`src/rtl/vram_pkg.sv`:
```
// vram_pkg
//   Shared definitions for the screen-RAM arbiter: default geometry, the CPU
//   handshake FSM encoding and the owner tags that route RAM read returns.
package vram_pkg;

    localparam int VRAM_ADDR_W  = 13;   // 32 words/line x 256 lines
    localparam int VRAM_DATA_W  = 16;
    localparam int VRAM_VGA_LAT = 3;    // minimum achievable scanout latency

    typedef enum logic [2:0] {
        ST_IDLE,
        ST_WRITE,
        ST_READ,
        ST_RD_WAIT,
        ST_DONE
    } cpu_state_t;

    typedef enum logic [1:0] {
        OWN_NONE,
        OWN_VGA,
        OWN_CPU
    } owner_t;

endpackage

```
`src/rtl/vram_ret_pipe.sv`:
```
// vram_ret_pipe
//   Return path of the screen RAM. Carries the owner tag of each access from
//   the memory-issue stage to the data-return stage and steers the read data
//   to the right requester. VGA returns pass through VGA_LAT-3 extra delay
//   stages before landing in vga_rdata.
// Ports:
//   clk, rst_n  : clock, asynchronous active-low reset
//   own_p1      : owner tag registered alongside mem_re/mem_we
//   mem_rdata   : RAM read data (valid one cycle after mem_re)
//   cpu_hit     : current mem_rdata belongs to a CPU read
//   vga_rdata   : VGA read data, held until the next VGA return
import vram_pkg::*;

module vram_ret_pipe #(
    parameter int DATA_W  = VRAM_DATA_W,
    parameter int VGA_LAT = VRAM_VGA_LAT
) (
    input  logic              clk,
    input  logic              rst_n,
    input  owner_t            own_p1,
    input  logic [DATA_W-1:0] mem_rdata,
    output logic              cpu_hit,
    output logic [DATA_W-1:0] vga_rdata
);

    owner_t            own_p2;
    logic              vld_p2;
    logic              ret_vld;
    logic [DATA_W-1:0] ret_data;

    // ---- stage p2: tag aligned with mem_rdata ----
    always_ff @(posedge clk or negedge rst_n) begin
        if (!rst_n) begin
            own_p2 <= OWN_NONE;
        end else begin
            own_p2 <= own_p1;
        end
    end

    assign cpu_hit = (own_p2 == OWN_CPU);
    assign vld_p2  = (own_p2 == OWN_VGA);

    if (VGA_LAT < 3) begin : g_lat_check
        $error("vram_ret_pipe: VGA_LAT must be >= 3");
    end

    if (VGA_LAT > 3) begin : g_dly
        localparam int DLY = VGA_LAT - 3;

        logic [DLY-1:0]    vld_dly;
        logic [DATA_W-1:0] dat_dly [DLY];

        // ---- stages p3..: extra scanout delay ----
        always_ff @(posedge clk or negedge rst_n) begin
            if (!rst_n) begin
                vld_dly <= '0;
            end else begin
                vld_dly[0] <= vld_p2;
                for (int i = 1; i < DLY; i++) begin
                    vld_dly[i] <= vld_dly[i-1];
                end
            end
        end

        always_ff @(posedge clk) begin
            dat_dly[0] <= mem_rdata;
            for (int i = 1; i < DLY; i++) begin
                dat_dly[i] <= dat_dly[i-1];
            end
        end

        assign ret_vld  = vld_dly[DLY-1];
        assign ret_data = dat_dly[DLY-1];
    end else begin : g_nodly
        assign ret_vld  = vld_p2;
        assign ret_data = mem_rdata;
    end

    // ---- output: VGA data register ----
    always_ff @(posedge clk or negedge rst_n) begin
        if (!rst_n) begin
            vga_rdata <= '0;
        end else if (ret_vld) begin
            vga_rdata <= ret_data;
        end
    end

endmodule

```
`src/rtl/vram_arbiter.sv`:
```
// vram_arbiter
//   Shares a single-port registered-output screen RAM between the VGA
//   scanout (fixed latency, never stalled) and the CPU (req/ack, stalled only
//   when it collides with a VGA read).
// Ports:
//   clk, rst_n                       : clock, asynchronous active-low reset
//   vga_rden, vga_raddr, vga_rdata   : VGA read strobe/address, read data
//   cpu_req, cpu_we, cpu_addr,
//   cpu_wdata, cpu_ack, cpu_rdata    : CPU handshake port
//   mem_addr, mem_wdata, mem_we,
//   mem_re, mem_rdata                : RAM macro interface (outputs registered)
//   conflict                         : pulse the cycle after a CPU deferral
import vram_pkg::*;

module vram_arbiter #(
    parameter int ADDR_W  = VRAM_ADDR_W,
    parameter int DATA_W  = VRAM_DATA_W,
    parameter int VGA_LAT = VRAM_VGA_LAT
) (
    input  logic              clk,
    input  logic              rst_n,
    input  logic              vga_rden,
    input  logic [ADDR_W-1:0] vga_raddr,
    output logic [DATA_W-1:0] vga_rdata,
    input  logic              cpu_req,
    input  logic              cpu_we,
    input  logic [ADDR_W-1:0] cpu_addr,
    input  logic [DATA_W-1:0] cpu_wdata,
    output logic              cpu_ack,
    output logic [DATA_W-1:0] cpu_rdata,
    output logic [ADDR_W-1:0] mem_addr,
    output logic [DATA_W-1:0] mem_wdata,
    output logic              mem_we,
    output logic              mem_re,
    input  logic [DATA_W-1:0] mem_rdata,
    output logic              conflict
);

    cpu_state_t state_q, state_d;
    logic       cpu_issue;
    logic       cpu_defer;
    owner_t     own_p1;
    logic       cpu_hit;

    always_ff @(posedge clk or negedge rst_n) begin
        if (!rst_n) begin
            state_q <= ST_IDLE;
        end else begin
            state_q <= state_d;
        end
    end

    // The CPU only reaches the RAM from IDLE, and only on a cycle with no
    // VGA strobe; every later state is already past the memory port, so a
    // VGA read arriving then needs no arbitration.
    always_comb begin
        state_d   = state_q;
        cpu_issue = 1'b0;
        cpu_defer = 1'b0;
        case (state_q)
            ST_IDLE: begin
                if (cpu_req) begin
                    if (vga_rden) begin
                        cpu_defer = 1'b1;
                    end else begin
                        cpu_issue = 1'b1;
                        state_d   = cpu_we ? ST_WRITE : ST_READ;
                    end
                end
            end
            ST_WRITE:   state_d = ST_DONE;
            ST_READ:    state_d = ST_RD_WAIT;
            ST_RD_WAIT: state_d = ST_DONE;
            ST_DONE:    state_d = ST_IDLE;
            default:    state_d = ST_IDLE;
        endcase
    end

    // ---- stage p1: memory issue (mem_* registers act as the CPU latch) ----
    always_ff @(posedge clk or negedge rst_n) begin
        if (!rst_n) begin
            mem_addr  <= '0;
            mem_wdata <= '0;
            mem_we    <= 1'b0;
            mem_re    <= 1'b0;
            own_p1    <= OWN_NONE;
        end else begin
            mem_we <= 1'b0;
            mem_re <= 1'b0;
            own_p1 <= OWN_NONE;
            if (vga_rden) begin
                mem_re   <= 1'b1;
                mem_addr <= vga_raddr;
                own_p1   <= OWN_VGA;
            end else if (cpu_issue) begin
                mem_addr  <= cpu_addr;
                mem_wdata <= cpu_wdata;
                mem_we    <= cpu_we;
                mem_re    <= !cpu_we;
                own_p1    <= cpu_we ? OWN_NONE : OWN_CPU;
            end
        end
    end

    // A write completes as soon as it is on the port; a read acks when its
    // data is captured, one cycle after RD_WAIT.
    always_ff @(posedge clk or negedge rst_n) begin
        if (!rst_n) begin
            cpu_ack   <= 1'b0;
            cpu_rdata <= '0;
            conflict  <= 1'b0;
        end else begin
            cpu_ack  <= (cpu_issue && cpu_we) || (state_q == ST_RD_WAIT);
            conflict <= cpu_defer;
            if (cpu_hit) begin
                cpu_rdata <= mem_rdata;
            end
        end
    end

    vram_ret_pipe #(
        .DATA_W  (DATA_W),
        .VGA_LAT (VGA_LAT)
    ) u_ret_pipe (
        .clk       (clk),
        .rst_n     (rst_n),
        .own_p1    (own_p1),
        .mem_rdata (mem_rdata),
        .cpu_hit   (cpu_hit),
        .vga_rdata (vga_rdata)
    );

endmodule

```
`config.mk`:
```
export PLATFORM = sky130hd
export DESIGN_NAME = vram_arbiter
export DESIGN_NICKNAME = d
export VERILOG_FILES = /design/src/rtl/vram_pkg.sv /design/src/rtl/vram_ret_pipe.sv /design/src/rtl/vram_arbiter.sv
export SDC_FILE = /design/constraint.sdc
export NUM_CORES = 1
export LEC_CHECK = 0
export CAP_MARGIN = 20
export CORE_MARGIN = 3
export CORE_UTILIZATION = 35
export DETAILED_ROUTE_END_ITERATION = 8
export PLACE_DENSITY = 0.71
export RECOVER_POWER = 25
export SETUP_SLACK_MARGIN = 0.15
export SLEW_MARGIN = 0
export SYNTH_ARGS = -nofsm -noshare
export SYNTH_HDL_FRONTEND = slang
export SYNTH_SLANG_ARGS = --single-unit
export TNS_END_PERCENT = 10
```
`constraint.sdc`:
```
create_clock -name clk -period 3.1 [get_ports clk]
set_clock_uncertainty 0.05 [all_clocks]
set_input_delay 0.62 -clock clk [delete_from_list [all_inputs] [get_ports clk]]
set_output_delay 0.62 -clock clk [all_outputs]
set_load 0.1 [all_outputs]
```
# Word-level counts from Yosys, hierarchy flattened
# Index checks and enable logic that the tools add are counted.
[totals] regBits=72 inputBits=63 word_cells=46
[op_classes] eq_ne=7 muxes=19 bitwise=1 n_reduce_logical=8
[op_table] op="2-to-1 mux 13 bit" count=2
[op_table] op="2-to-1 mux 1 bit" count=10
[op_table] op="case mux 3 bit (3 select lines)" count=1
[op_table] op="2-to-1 mux 2 bit" count=4
[op_table] op="== test 3 x 2 -> 1 bit (second input constant)" count=2
[op_table] op="2-to-1 mux 3 bit" count=2
[op_table] op="!= test 2 bit (second input constant)" count=2
[op_table] op="AND reduction 2 bit" count=2
[op_table] op="== test 3 x 1 -> 1 bit (second input constant)" count=1
[op_table] op="logical NOT 3 bit" count=1
[op_table] op="== test 2 x 1 -> 1 bit (second input constant)" count=1
[op_table] op="== test 2 bit (second input constant)" count=1
[op_table] op="nonzero test 2 bit" count=1
[op_table] op="OR reduction 2 bit" count=1
[op_table] op="logical AND 1 bit" count=1
[op_table] op="logical NOT 1 bit" count=1
[op_table] op="logical OR 1 bit" count=1
[op_table] op="NOT 1 bit" count=1

# Longest topological paths before layout
[depth] word_depth=5 mapped_depth=5 depth_no_buf=3

# Hierarchy
# Synthesis repeated with hierarchy kept, for this count alone.
[hier_totals] cells_unflattened=175 hier_area_um2=2810.2
[by_module_without_submodules] module="vram_arbiter" n_inst=1 cells_each=137 area_per_inst_um2=2089.5 seq_area_each_um2=1351.3
[by_module_without_submodules] module="vram_ret_pipe" n_inst=1 cells_each=38 area_per_inst_um2=720.7 seq_area_each_um2=450.4

# Worst setup path after synthesis
# No wires, ideal clock.
[synth_timing] path_type="input to register" start="input port cpu_req" end="register mem_wdata[0]" setup_time_ns=0.125 arrival_time_ns=1.508 t_required_ns=2.925 setup_slack_ns=1.417 path_stages=4 path_cell_list="nor4b_4 -> and2_4 -> clkbuf_8 -> mux2_2"
[synth_via] elab_chain_len=3
[synth_rtl] item="start, declared" line="vram_arbiter.sv:25" rtl="input logic cpu_req,"
[synth_rtl] item="2-to-1 mux 1 bit" line="vram_arbiter.sv:62" rtl="if (cpu_req) begin"
[synth_rtl] item="2-to-1 mux 1 bit" line="vram_arbiter.sv:60" rtl="case (state_q)"
[synth_rtl] item="AND reduction 2 bit (no source line)"
[synth_rtl] item="end signal, assigned" line="vram_arbiter.sv:97" rtl="mem_wdata <= cpu_wdata;"
[synth_rtl] item="end, declared" line="vram_arbiter.sv:32" rtl="output logic [DATA_W-1:0] mem_wdata,"
# No other way between the ends.
# A chain may end at the register's enable or synchronous reset.

# Worst setup path after layout
[layout_timing] start="input port vga_rden" end="register mem_wdata[13]"
[layout_via] elab_chain_len=4 word_cells_on_any_way=5 classes_between="mux (3); bitwise (1); reduce/logical (1)"
[layout_rtl] item="start, declared" line="vram_arbiter.sv:22" rtl="input logic vga_rden,"
[layout_rtl] item="2-to-1 mux 1 bit" line="vram_arbiter.sv:63" rtl="if (vga_rden) begin"
[layout_rtl] item="2-to-1 mux 1 bit" line="vram_arbiter.sv:62"
[layout_rtl] item="2-to-1 mux 1 bit" line="vram_arbiter.sv:60"
[layout_rtl] item="AND reduction 2 bit (no source line) (*)"
# Mark *: on every way between the ends. The rest lies on a longest branch, timed or not.

==> out/metrics.yaml <==
timing:
  setup_viol: 0
  setup_ws_ns: 0.975
  drv_slew: 33
  min_period_over_period_pct: 68.5
  fmax_mhz: 471
  setup-tns-final_ns: 0
  worst_pin_slew_ns: 1.80
  min_period_ns: 2.12
  rsz0062_at_grt: "no"
  max_slew_margin_pct: -20.1
  hold_viol: 0
clock_tree:
  cts-root-buf: "clkbuf_8"
  cts_max_level: 3
  tritoncts: "yes"
  clkSlewWorstSetupHoldPaths_ns: 0.08
  ctsHoldBuffers: 0
  clockBufferDepth: 2
  cts_num_sinks: 72
  clk_latency_ns: 0.34
  cts_resized: 0
  cts_setup_buffers: 0
  numCtsBuffers: 9
yosys:
  syn_nets: 237
  ys_seq_area_share_pct: 65.3
  syn_area_per_cell_um2: 15.9
  syn_inst: 174
  ys_ff_latch: 72
  yosys_warnings: 0
  synthDistinctLibCells: 21
  syn-cell-area_um2: 2760
setup_path:
  rr_worst_depth: 3
  r2r_slack_ns: 1.30
  crit_fanout: 29
  end_kind: "flip-flop"
  max_stage_delay_ns: 0.65
  path_buf_inv: 2
  path_delay_family: "buffers and inverters"
  timing.rr.start: "state_q[1]$_DFFE_PN0P_"
  cp.required_ns: 3.27
  path_cells: "clkdlybuf4s50_1 -> inv_1 -> and2_4 -> mux2_2"
  slowest_stage: "clkdlybuf4s50_1"
  crit_type: "input port to flip-flop"
  r2r_end: "mem_wdata[13]$_DFFE_PN0P_"
  worst_setup_path_start_kind: "input port"
  critPathLaunch: "vga_rden"
  arrival_ns: 2.30
floorplan:
  initial_core_util_pct: 37.1
  pin_count: 128
  die-area_um2: 8990
  fp.dieH_um: 94.8
  die_width_um: 94.8
  coreArea_um2: 7450
  rows: 31
layout:
  finish.utilization_pct: 55.4
  n_antenna_cell: 0
  areaGrowthSynthToFinish_pct: 49.5
  final_cell_mix: "72 x dfrtp_1, 65 x buf_4, 61 x clkdlybuf4s50_1"
  final_common_cell: "dfrtp_1"
  layout.nets: 367
  drive_above_1_share_pct: 44.0
placement:
  gp_congestion: 0.791
  port_buffers: 127
  dp_slack_ns: 0.598
  dp.final_hpwl_um: 4610
grt:
  overflow: 0
  met1_usage_pct: 18.5
  grt_max_degree: 41
  grtUsageMet3_pct: 5.74
  antenna_found_initial: 0
  grt_pass1_wl_um: 9940
  grt.busiest_layer: "met2"
  grt_use_met2_pct: 21.7
  grt_pass1_vias: 2014
  grtUsageTotal_pct: 14.7
routing:
  route.detailed.drc: 0
  detail-route-antenna-nets: 0
  vias: 1902
  drt_iter0_drc: 46
  first_pass_iters: 4
  wirelength_um: 6160
  avgViaCountPerCell: 4.66
  post_drt_wl_per_cell_um: 15.1
worst_hold_path:
  hold_depth: 0
  hold_end: "u_ret_pipe.own_p2[1]$_DFF_PN0_"
  hp-class: "flip-flop to flip-flop"
  min-delay-start: "own_p1[1]$_DFF_PN0_"
job:
  maxCapViolCount: 1
run_status:
  status: "complete, but fails checks"
  violations: "max-capacitance violations, max-slew violations"
[worst max path at each step]
| stage | endpoint | cells after the start | slack, ns |
|---|---|---|---|
| after CTS | mem_wdata[10]$_DFFE_PN0P_ | 4 | 0.97 |
| final | mem_wdata[13]$_DFFE_PN0P_ | 4 | 0.98 |
| after floorplan | mem_wdata[0]$_DFFE_PN0P_ | 4 | 1.42 |
| after detailed placement | mem_wdata[10]$_DFFE_PN0P_ | 4 | 0.60 |
| after global placement | mem_wdata[14]$_DFFE_PN0P_ | 4 | 0.63 |
| after global routing | mem_addr[10]$_DFFE_PN0P_ | 3 | 0.81 |
[registers in the layout, indices dropped and copies added, names as in the netlist, 2 cells and up]
signal,cells
cpu_rdata,16
mem_addr,13
mem_wdata,16
own_p1,2
state_q,3
u_ret_pipe.own_p2,2
u_ret_pipe.vga_rdata,16
[routing by layer]
metal | up-vias | routed length, um
li1 | 878 | -
met1 | 902 | 2550
met2 | 108 | 2710
met3 | 14 | 734
met4 | 0 | 162
met5 | - | 0
[kinds of logic (layout without fill, tap and decap cells)]
logic type	count (synthesis)	count (layout)	share of synthesized area, %
compound gates	17	17	5.67
flops	72	72	65.3
buf+inv	11	146	3.35
mux	48	48	19.6
simple gates	26	26	6.12
[layout make-up]
cell class                      instances  area, um2
Tap cell                               99        124
Clock inverter                          5       55.1
Sequential cell                        72       1800
Fill cell                             645       3320
Inverter                                2       7.51
Multi-Input combinational cell         91        866
Clock buffer                           11        151
Timing Repair Buffer                  128       1120
[per-stage QoR]
| step | cells | instance area, um2 | hold WS [ns] |
|---|---|---|---|
| detailed placement | 392 | 3920 | 0.290 |
| global route | 408 | 4130 | 0.328 |
| finish | 408 | 4130 | 0.314 |
| CTS | 408 | 4130 | 0.302 |
| floorplan | 174 | 2760 | 0.274 |
| global placement | 392 | 3920 | 0.283 |
[Yosys cell counts (all sizes together)]
| library cell | count | area, um2 |
|---|---|---|
| a221o | 13 | 134 |
| a31oi | 2 | 12.5 |
| and2 | 15 | 97.6 |
| buf | 7 | 67.6 |
| clkbuf | 2 | 17.5 |
| dfrtp | 72 | 1800 |
| inv | 2 | 7.51 |
| mux2 | 48 | 541 |
| nand2 | 2 | 7.51 |
| nand2b | 2 | 12.5 |
| nor2 | 3 | 11.3 |
| nor2b | 1 | 6.26 |
| nor3 | 2 | 10.0 |
| nor4b | 1 | 23.8 |
| o21ai | 2 | 10.0 |
Power is not shown: default switching activity piles up to over one toggle a cycle in this logic, so the estimate is an artifact.
